--- config.mk ---
export PLATFORM = sky130hd
export DESIGN_NAME = jstk_dir_decoder
export DESIGN_NICKNAME = d
export VERILOG_FILES = /design/src/rtl/jstk_dir_decoder.sv
export SDC_FILE = /design/constraint.sdc
export NUM_CORES = 1
export LEC_CHECK = 0
export CAP_MARGIN = 25
export CORE_UTILIZATION = 35
export CTS_CLUSTER_DIAMETER = 30
export DETAILED_ROUTE_END_ITERATION = 16
export PLACE_DENSITY = 0.54
export REMOVE_ABC_BUFFERS = 1
export SLEW_MARGIN = 20
export SYNTH_ARGS = -nofsm -noshare
export SYNTH_HDL_FRONTEND = slang
export SYNTH_SLANG_ARGS = --single-unit
export TNS_END_PERCENT = 1
--- constraint.sdc ---
create_clock -name clk -period 3.08 [get_ports clk]
set_input_delay 0.308 -clock clk [delete_from_list [all_inputs] [get_ports clk]]
set_output_delay 0.308 -clock clk [all_outputs]
set_load 0.01 [all_outputs]
--- src/rtl/jstk_dir_decoder.sv ---
// jstk_dir_decoder
//    Decodes the 40-bit PmodJSTK frame for player 2 into clean direction levels.
//    Threshold hysteresis plus a per-channel sample-count debounce produce UP/LEFT/RIGHT,
//    a debounced stick button, a one-clock jump pulse on UP rising, and a link-loss flag.
//
// Ports
//    clk         in   system clock
//    rst_n       in   asynchronous active-low reset
//    sample_en   in   one-cycle strobe, jstk_data holds a new valid frame
//    jstk_data   in   [39:0] PmodJSTK frame
//    pos_x       out  [9:0] latched X position
//    pos_y       out  [9:0] latched Y position
//    sig_u       out  debounced UP level
//    sig_l       out  debounced LEFT level
//    sig_r       out  debounced RIGHT level
//    jump_pulse  out  one clock high after each rise of sig_u
//    btn_stick   out  debounced stick button (jstk_data[0])
//    link_err    out  high while no frame has arrived for TIMEOUT_CYC cycles
module jstk_dir_decoder #(
   parameter int unsigned HI_ON       = 630,
   parameter int unsigned HI_OFF      = 600,
   parameter int unsigned LO_ON       = 300,
   parameter int unsigned LO_OFF      = 330,
   parameter int unsigned DEB_SAMPLES = 3,
   parameter int unsigned TIMEOUT_CYC = 2000000
) (
   input  logic        clk,
   input  logic        rst_n,
   input  logic        sample_en,
   input  logic [39:0] jstk_data,
   output logic [9:0]  pos_x,
   output logic [9:0]  pos_y,
   output logic        sig_u,
   output logic        sig_l,
   output logic        sig_r,
   output logic        jump_pulse,
   output logic        btn_stick,
   output logic        link_err
);

   localparam int unsigned TW = $clog2(TIMEOUT_CYC + 1);

   localparam logic [9:0]    HI_ON_V  = 10'(HI_ON);
   localparam logic [9:0]    HI_OFF_V = 10'(HI_OFF);
   localparam logic [9:0]    LO_ON_V  = 10'(LO_ON);
   localparam logic [9:0]    LO_OFF_V = 10'(LO_OFF);
   localparam logic [4:0]    DEB_V    = 5'(DEB_SAMPLES);
   localparam logic [TW-1:0] TMO_MAX  = TW'(TIMEOUT_CYC);

   logic [9:0]    x_q, x_d, y_q, y_d;
   logic          u_q, u_d, l_q, l_d, r_q, r_d, b_q, b_d;
   logic [3:0]    cnt_u_q, cnt_u_d, cnt_l_q, cnt_l_d;
   logic [3:0]    cnt_r_q, cnt_r_d, cnt_b_q, cnt_b_d;
   logic          jump_q, jump_d, err_q, err_d;
   logic [TW-1:0] tmo_q, tmo_d;

   logic [9:0] new_x, new_y;
   logic       raw_u, raw_l, raw_r;

   // Returns {next_out, next_cnt} for one debounce channel on a sample.
   function automatic logic [4:0] deb_step(input logic raw, input logic out,
                                           input logic [3:0] cnt);
      logic [4:0] inc;
      inc = {1'b0, cnt} + 5'd1;
      if (raw == out) begin
         return {out, 4'd0};
      end else if (inc == DEB_V) begin
         return {~out, 4'd0};
      end else begin
         return {out, inc[3:0]};
      end
   endfunction

   assign new_x = {jstk_data[25:24], jstk_data[39:32]};
   assign new_y = {jstk_data[9:8], jstk_data[23:16]};

   always_comb begin
      raw_u = u_q ? (new_y >= HI_OFF_V) : (new_y >= HI_ON_V);
      // A side may only start counting once the opposite side has released, so LEFT and
      // RIGHT can never overlap even during a full-swing stick motion.
      raw_r = l_q ? 1'b0 : (r_q ? (new_x >= HI_OFF_V) : (new_x >= HI_ON_V));
      raw_l = r_q ? 1'b0 : (l_q ? (new_x <= LO_OFF_V) : (new_x <= LO_ON_V));
   end

   always_comb begin
      x_d     = x_q;
      y_d     = y_q;
      u_d     = u_q;
      l_d     = l_q;
      r_d     = r_q;
      b_d     = b_q;
      cnt_u_d = cnt_u_q;
      cnt_l_d = cnt_l_q;
      cnt_r_d = cnt_r_q;
      cnt_b_d = cnt_b_q;
      err_d   = err_q;
      tmo_d   = tmo_q;

      if (sample_en) begin
         // A sample always wins over a timeout landing on the same edge.
         tmo_d = '0;
         err_d = 1'b0;
         x_d   = new_x;
         y_d   = new_y;
         {u_d, cnt_u_d} = deb_step(raw_u, u_q, cnt_u_q);
         {l_d, cnt_l_d} = deb_step(raw_l, l_q, cnt_l_q);
         {r_d, cnt_r_d} = deb_step(raw_r, r_q, cnt_r_q);
         {b_d, cnt_b_d} = deb_step(jstk_data[0], b_q, cnt_b_q);
         if (l_d && r_d) begin
            l_d     = l_q;
            r_d     = r_q;
            cnt_l_d = 4'd0;
            cnt_r_d = 4'd0;
         end
      end else if (tmo_q != TMO_MAX) begin
         tmo_d = tmo_q + 1'b1;
         if (tmo_d == TMO_MAX) begin
            err_d   = 1'b1;
            u_d     = 1'b0;
            l_d     = 1'b0;
            r_d     = 1'b0;
            b_d     = 1'b0;
            cnt_u_d = 4'd0;
            cnt_l_d = 4'd0;
            cnt_r_d = 4'd0;
            cnt_b_d = 4'd0;
         end
      end

      jump_d = u_d & ~u_q;
   end

   always_ff @(posedge clk or negedge rst_n) begin
      if (!rst_n) begin
         x_q     <= '0;
         y_q     <= '0;
         u_q     <= 1'b0;
         l_q     <= 1'b0;
         r_q     <= 1'b0;
         b_q     <= 1'b0;
         cnt_u_q <= '0;
         cnt_l_q <= '0;
         cnt_r_q <= '0;
         cnt_b_q <= '0;
         jump_q  <= 1'b0;
         err_q   <= 1'b0;
         tmo_q   <= '0;
      end else begin
         x_q     <= x_d;
         y_q     <= y_d;
         u_q     <= u_d;
         l_q     <= l_d;
         r_q     <= r_d;
         b_q     <= b_d;
         cnt_u_q <= cnt_u_d;
         cnt_l_q <= cnt_l_d;
         cnt_r_q <= cnt_r_d;
         cnt_b_q <= cnt_b_d;
         jump_q  <= jump_d;
         err_q   <= err_d;
         tmo_q   <= tmo_d;
      end
   end

   assign pos_x      = x_q;
   assign pos_y      = y_q;
   assign sig_u      = u_q;
   assign sig_l      = l_q;
   assign sig_r      = r_q;
   assign btn_stick  = b_q;
   assign jump_pulse = jump_q;
   assign link_err   = err_q;

endmodule

# Word-level counts from Yosys, hierarchy flattened
# Cells that the tools add are included.
[totals] ff_bits=63 output_inout_bits=26 in_bits=43
[classes] n_addsub=5 n_eq_ne=13 bitwise=5 n_lt_le_gt_ge=6 reduce_logical=6 mux=38
[ops] operator="2-to-1 mux 5 bit" count=10
[ops] operator="2-to-1 mux 21 bit" count=2
[ops] operator="greater-or-equal comparator 10 bit, second input constant" count=4
[ops] operator="2-to-1 mux 4 bit" count=8
[ops] operator="adder 21 x 1 -> 21 bit, second input constant" count=1
[ops] operator="== test 21 bit, second input constant" count=1
[ops] operator="inequality test 21 bit, second input constant" count=1
[ops] operator="adder 4 x 1 -> 5 bit, second input constant" count=4
[ops] operator="== test 5 x 2 -> 1 bit, second input constant" count=4
[ops] operator="less-or-equal comparator 10 x 9 -> 1 bit, second input constant" count=2
[ops] operator="2-to-1 mux 1 bit" count=18
[ops] operator="== test 1 bit" count=4
[ops] operator="inequality test 2 bit, second input constant" count=2
[ops] operator="inverter 1 bit" count=4
[ops] operator="AND reduction 4 bit" count=1
[ops] operator="nonzero test 2 bit" count=2
[ops] operator="AND reduction 3 bit" count=1
[ops] operator="inequality test 2 x 1 -> 1 bit, second input constant" count=1
[ops] operator="AND reduction 2 bit" count=1
[ops] operator="bitwise AND 1 bit" count=1
[ops] operator="logical AND 1 bit" count=1

# Logic depth before layout (Yosys ltp)
[logic_depth] ltp_word=9 ltp_mapped=9

# Worst setup path after synthesis
# Ideal clock, no wire load.
[synth_path] path_type="register -> register" startpoint="register tmo_q[1]" endpoint="register cnt_u_q[2]" stages_incl_launch_ff=9 setup_time_ns=0.136 slack_ns=0.492 arrival_time_ns=2.452 path_cell_list="dfrtp_1 ha_1 nand4_4 or3_1 or4_4 a211oi_2 o2111a_2 buf_4 o32ai_1"
[synth_between] elab_chain_cells=4 elab_cells_between_ends=6 cone_classes="1 x add/sub; 2 x eq/ne; 3 x reduce/logical"
[synth_lines] item="start: declaration" line="55" rtl="logic [TW-1:0] tmo_q, tmo_d;"
[synth_lines] item="start signal: assignment" line="161" rtl="tmo_q <= tmo_d;"
[synth_lines] item="adder 21 x 1 -> 21 bit" line="116" rtl="tmo_d = tmo_q + 1'b1;"
[synth_lines] item="== test 21 bit" line="117" rtl="if (tmo_d == TMO_MAX) begin"
[synth_lines] item="nonzero test 2 bit (no source line)"
[synth_lines] item="AND reduction 2 bit (no source line) *"
[synth_lines] item="end signal: assignment" line="155" rtl="cnt_u_q <= cnt_u_d;"
[synth_lines] item="end: declaration" line="52" rtl="logic [3:0] cnt_u_q, cnt_u_d, cnt_l_q, cnt_l_d;"
# Mark *: on every way between the ends. The rest lies on a longest branch, timed or not.
# A chain may end at the register's enable or synchronous reset.

# Worst setup path in the final report
[layout_path] startpoint="register tmo_q[0]" endpoint="register cnt_r_q[3]"
[layout_between] elab_chain_cells=4 elab_cells_between_ends=6 cone_classes="1 x add/sub; 2 x eq/ne; 3 x reduce/logical"
[layout_lines] item="adder 21 x 1 -> 21 bit" line="116"
[layout_lines] item="== test 21 bit" line="117"
[layout_lines] item="nonzero test 2 bit (no source line)"
[layout_lines] item="AND reduction 2 bit (no source line) *"
[layout_lines] item="end signal: assignment" line="157" rtl="cnt_r_q <= cnt_r_d;"
[layout_lines] item="end: declaration" line="53" rtl="logic [3:0] cnt_r_q, cnt_r_d, cnt_b_q, cnt_b_d;"
# Marks and branches as above.

==> flow_summary.rst <==
.. list-table::
   :header-rows: 1

   * - Metric
     - Value
   * - Hold_buf cts
     - 0
   * - Headroom to the max-slew limit
     - 54.3%
   * - P per Cell Area
     - 501 nW/um^2
   * - Die area
     - 10800 sq um
   * - Maximum number of pins on one net before global-route repair
     - 36
   * - CP Data Required Time
     - 3290 ps
   * - Ant diodes
     - 0
   * - Pins over their slew limit
     - 0
   * - 1st-iter DRT viols
     - 97
   * - TritonCTS clock tree
     - done
   * - Worst setup EP type
     - flop
   * - Highest clock rate
     - 0.381 GHz
   * - GR Overflow Total
     - 0
   * - Initial cell density of the core
     - 36.7%
   * - Worst hold margin
     - 0.680 ps
   * - H-tree levels
     - 3
   * - Post-CTS Repair Setup Buffers
     - 0
   * - Most frequent cells in the layout
     - dfrtp_1, clkdlybuf4s50_1, nor2_1
   * - Filler cells
     - 977
   * - Post-route ant nets
     - 0
   * - Routability-driven placement congestion ratio
     - 0.783
   * - All-layer global routing usage
     - 15.6%
   * - Cells after Synth
     - 366
   * - Die boundary height
     - 104 um
   * - Result of the run
     - finished, final reports clean
   * - Via density per instance
     - 5.12
   * - Clock-pin slew on the worst setup and hold paths
     - 70 ps
   * - Hold Vio Cnt, Final
     - 0
   * - Final critical-path required period
     - 2630 ps
   * - Iteration count of the initial detailed-routing pass
     - 4
   * - Unrepaired setup endpoints after global routing
     - false
   * - CP Launch Type
     - flop
   * - Wire length of the first global-routing pass
     - 13.8 mm
   * - TNS Setup
     - 0 ps
   * - Worst Tran Pin Value
     - 685 ps
   * - Post-placement cell area
     - 4300 sq um
   * - Routed via count
     - 2847
   * - Setup violation total in the final timing report
     - 0
   * - Post-Route WL
     - 7.85 mm
   * - Setup clock skew after layout
     - 9.86 ps
   * - Sequential cell area
     - 1580 sq um
   * - Wire length per cell after detailed routing
     - 14.1 um
   * - Number of top-level pins
     - 69
   * - Number of buffers created by CTS
     - 9
   * - Area of combinational cells with multiple inputs
     - 1910 sq um
   * - Class of the most critical setup path
     - reg2reg
   * - Post-synthesis sequential area ratio
     - 43.3%
   * - Maximum VDD drop
     - 0.000221 V
   * - Max-capacitance violation count
     - 0
   * - Worst-skew pair later-pin latency
     - 340 ps
   * - # nets final
     - 472
   * - Worst Path Arrival
     - 2830 ps
   * - Root Driver
     - clkbuf_8
   * - Count of different cell masters after synthesis
     - 54
   * - Initial antenna violation count
     - 0
   * - Post-CTS Resized
     - 0
   * - Worst r2r src
     - tmo_q[0]
   * - Buffers from clock root to sink, at most
     - 2
   * - Buffers added on ports
     - 49
   * - Std cell rows
     - 36
   * - Start point of the critical path
     - tmo_q[0]
   * - Dpl hpwl
     - 5.36 mm
   * - Most common library cell in the layout ignoring fill and taps
     - dfrtp_1
   * - Synthesis Warnings
     - 0
   * - X dimension of the die
     - 104 um
   * - Mean area per synthesized cell
     - 9.94 sq um
   * - Leakage power
     - 1.80 nW
   * - Vias in the first global route
     - 2842
   * - Main synth FF type
     - dfrtp_1
   * - Total standard cell area after synthesis
     - 3640 sq um
   * - Post-route cell area
     - 4480 sq um
   * - Area delta synth->final
     - 23.0%
   * - EDFF count, synth
     - 0
   * - Number of clock sinks
     - 63
   * - Seq cells post-synth
     - 63
   * - Share of layout cells above drive strength 1
     - 13.5%
   * - Hold Path Class
     - in2async
   * - Core region area
     - 9910 sq um
   * - Fin crit share
     - 85.3%
   * - DRC violations left
     - 0
   * - FFs w/ async S/R, synth
     - 100%
   * - Largest fanout of any net on the critical path
     - 21
-- critical path: stages, from the launching register on --
cell	delay [ps]
dfrtp_1	340
ha_1	290
nand4_4	130
or3_1	440
or4_4	540
a211oi_2	240
o2111a_2	250
buf_12	160
o32ai_1	90
-- flip-flops by register name, summed over array words and instances (netlist names) --
name,count
link_err,1
sig_r,1
btn_stick,1
cnt_u_q,4
cnt_b_q,4
tmo_q,21
jump_pulse,1
pos_x,10
sig_u,1
sig_l,1
cnt_l_q,4
pos_y,10
cnt_r_q,4
-- cell usage after synthesis (3+ instances only) --
library cell  instances  area share [%]
dfrtp_1              63              43
nand2b_1              8             1.4
nor4_1                3            0.52
nand3b_1              3            0.62
o22ai_1               3            0.52
a21oi_1              15             2.1
nor3b_1               4            0.83
or4_1                 4            0.83
buf_2                 3            0.41
nor2_1               32             3.3
and3_1                6             1.0
inv_1                22             2.3
or2_2                 3            0.52
a21o_1                3            0.62
o31ai_1               3            0.62
o21ai_0              14             1.9
nand4_1               4            0.69
ha_1                 11             3.8
clkbuf_1             11             1.1
nand3_1              15             2.1
xor2_1                8             1.9
o32ai_1              15             3.6
o211ai_1              4            0.83
a31oi_1               4            0.69
xnor2_1              20             4.8
nand2_1              21             2.2
mux2_2               23             7.1
and4_1                3            0.72
-- layout make-up --
cell class,instances,area share (%)
clock buffers,13,3.55
well taps,133,3.72
clock inverters,3,0.391
flip-flops and latches,63,35.2
multi-input cells,265,42.6
repair buffers,57,12.6
inverters,22,1.84
-- metrics by stage --
stage                     total power [mW]  setup slack [ps]  std cells  utilization [%]
final                                 2.24               454        556             45.2
after global routing                  2.41               281        556             45.2
after CTS                             2.29               430        556             45.2
after detailed placement              1.61               421        540             43.4
after global placement                1.59               436        540             43.4
after floorplan                       1.36               422        350                -
-- cells by family after synthesis --
family,after synthesis,share of synthesized area [%]
compound gates,74,14.3
xor+xnor,28,6.74
fa+ha+maj,11,3.78
buf+inv,38,4.23
flops,63,43.3
mux,25,7.67
simple gates,127,20.0
-- final timing paths --
path,cells after the start,slack (ps),to
setup / recovery,8,450,cnt_r_q[3]
hold / removal,1,0.7,tmo_q[14]
setup reg to reg,8,450,cnt_r_q[3]
hold reg to reg,1,510,pos_y[0]
max in group asynchronous,2,2440,cnt_b_q[2]
min in group clk,2,440,tmo_q[7]
-- report_power, final --
group          switching (mW)  leakage [nW]  total, mW  internal [mW]
sequential              0.119         0.824       1.04          0.924
combinational           0.252         0.890      0.545          0.293
clock                   0.322        0.0894      0.656          0.334
total                   0.692          1.80       2.24           1.55
-- routing by layer --
| layer | global-route usage [%] | up-vias | wire, um |
|---|---|---|---|
| met5 | 0 | - | 0 |
| met4 | 5.51 | 0 | 113 |
| met3 | 3.88 | 13 | 260 |
| met2 | 24.3 | 46 | 3500 |
| met1 | 21.0 | 1356 | 3990 |
| li1 | - | 1432 | - |
Note: power is estimated with default switching activity, not from simulation.
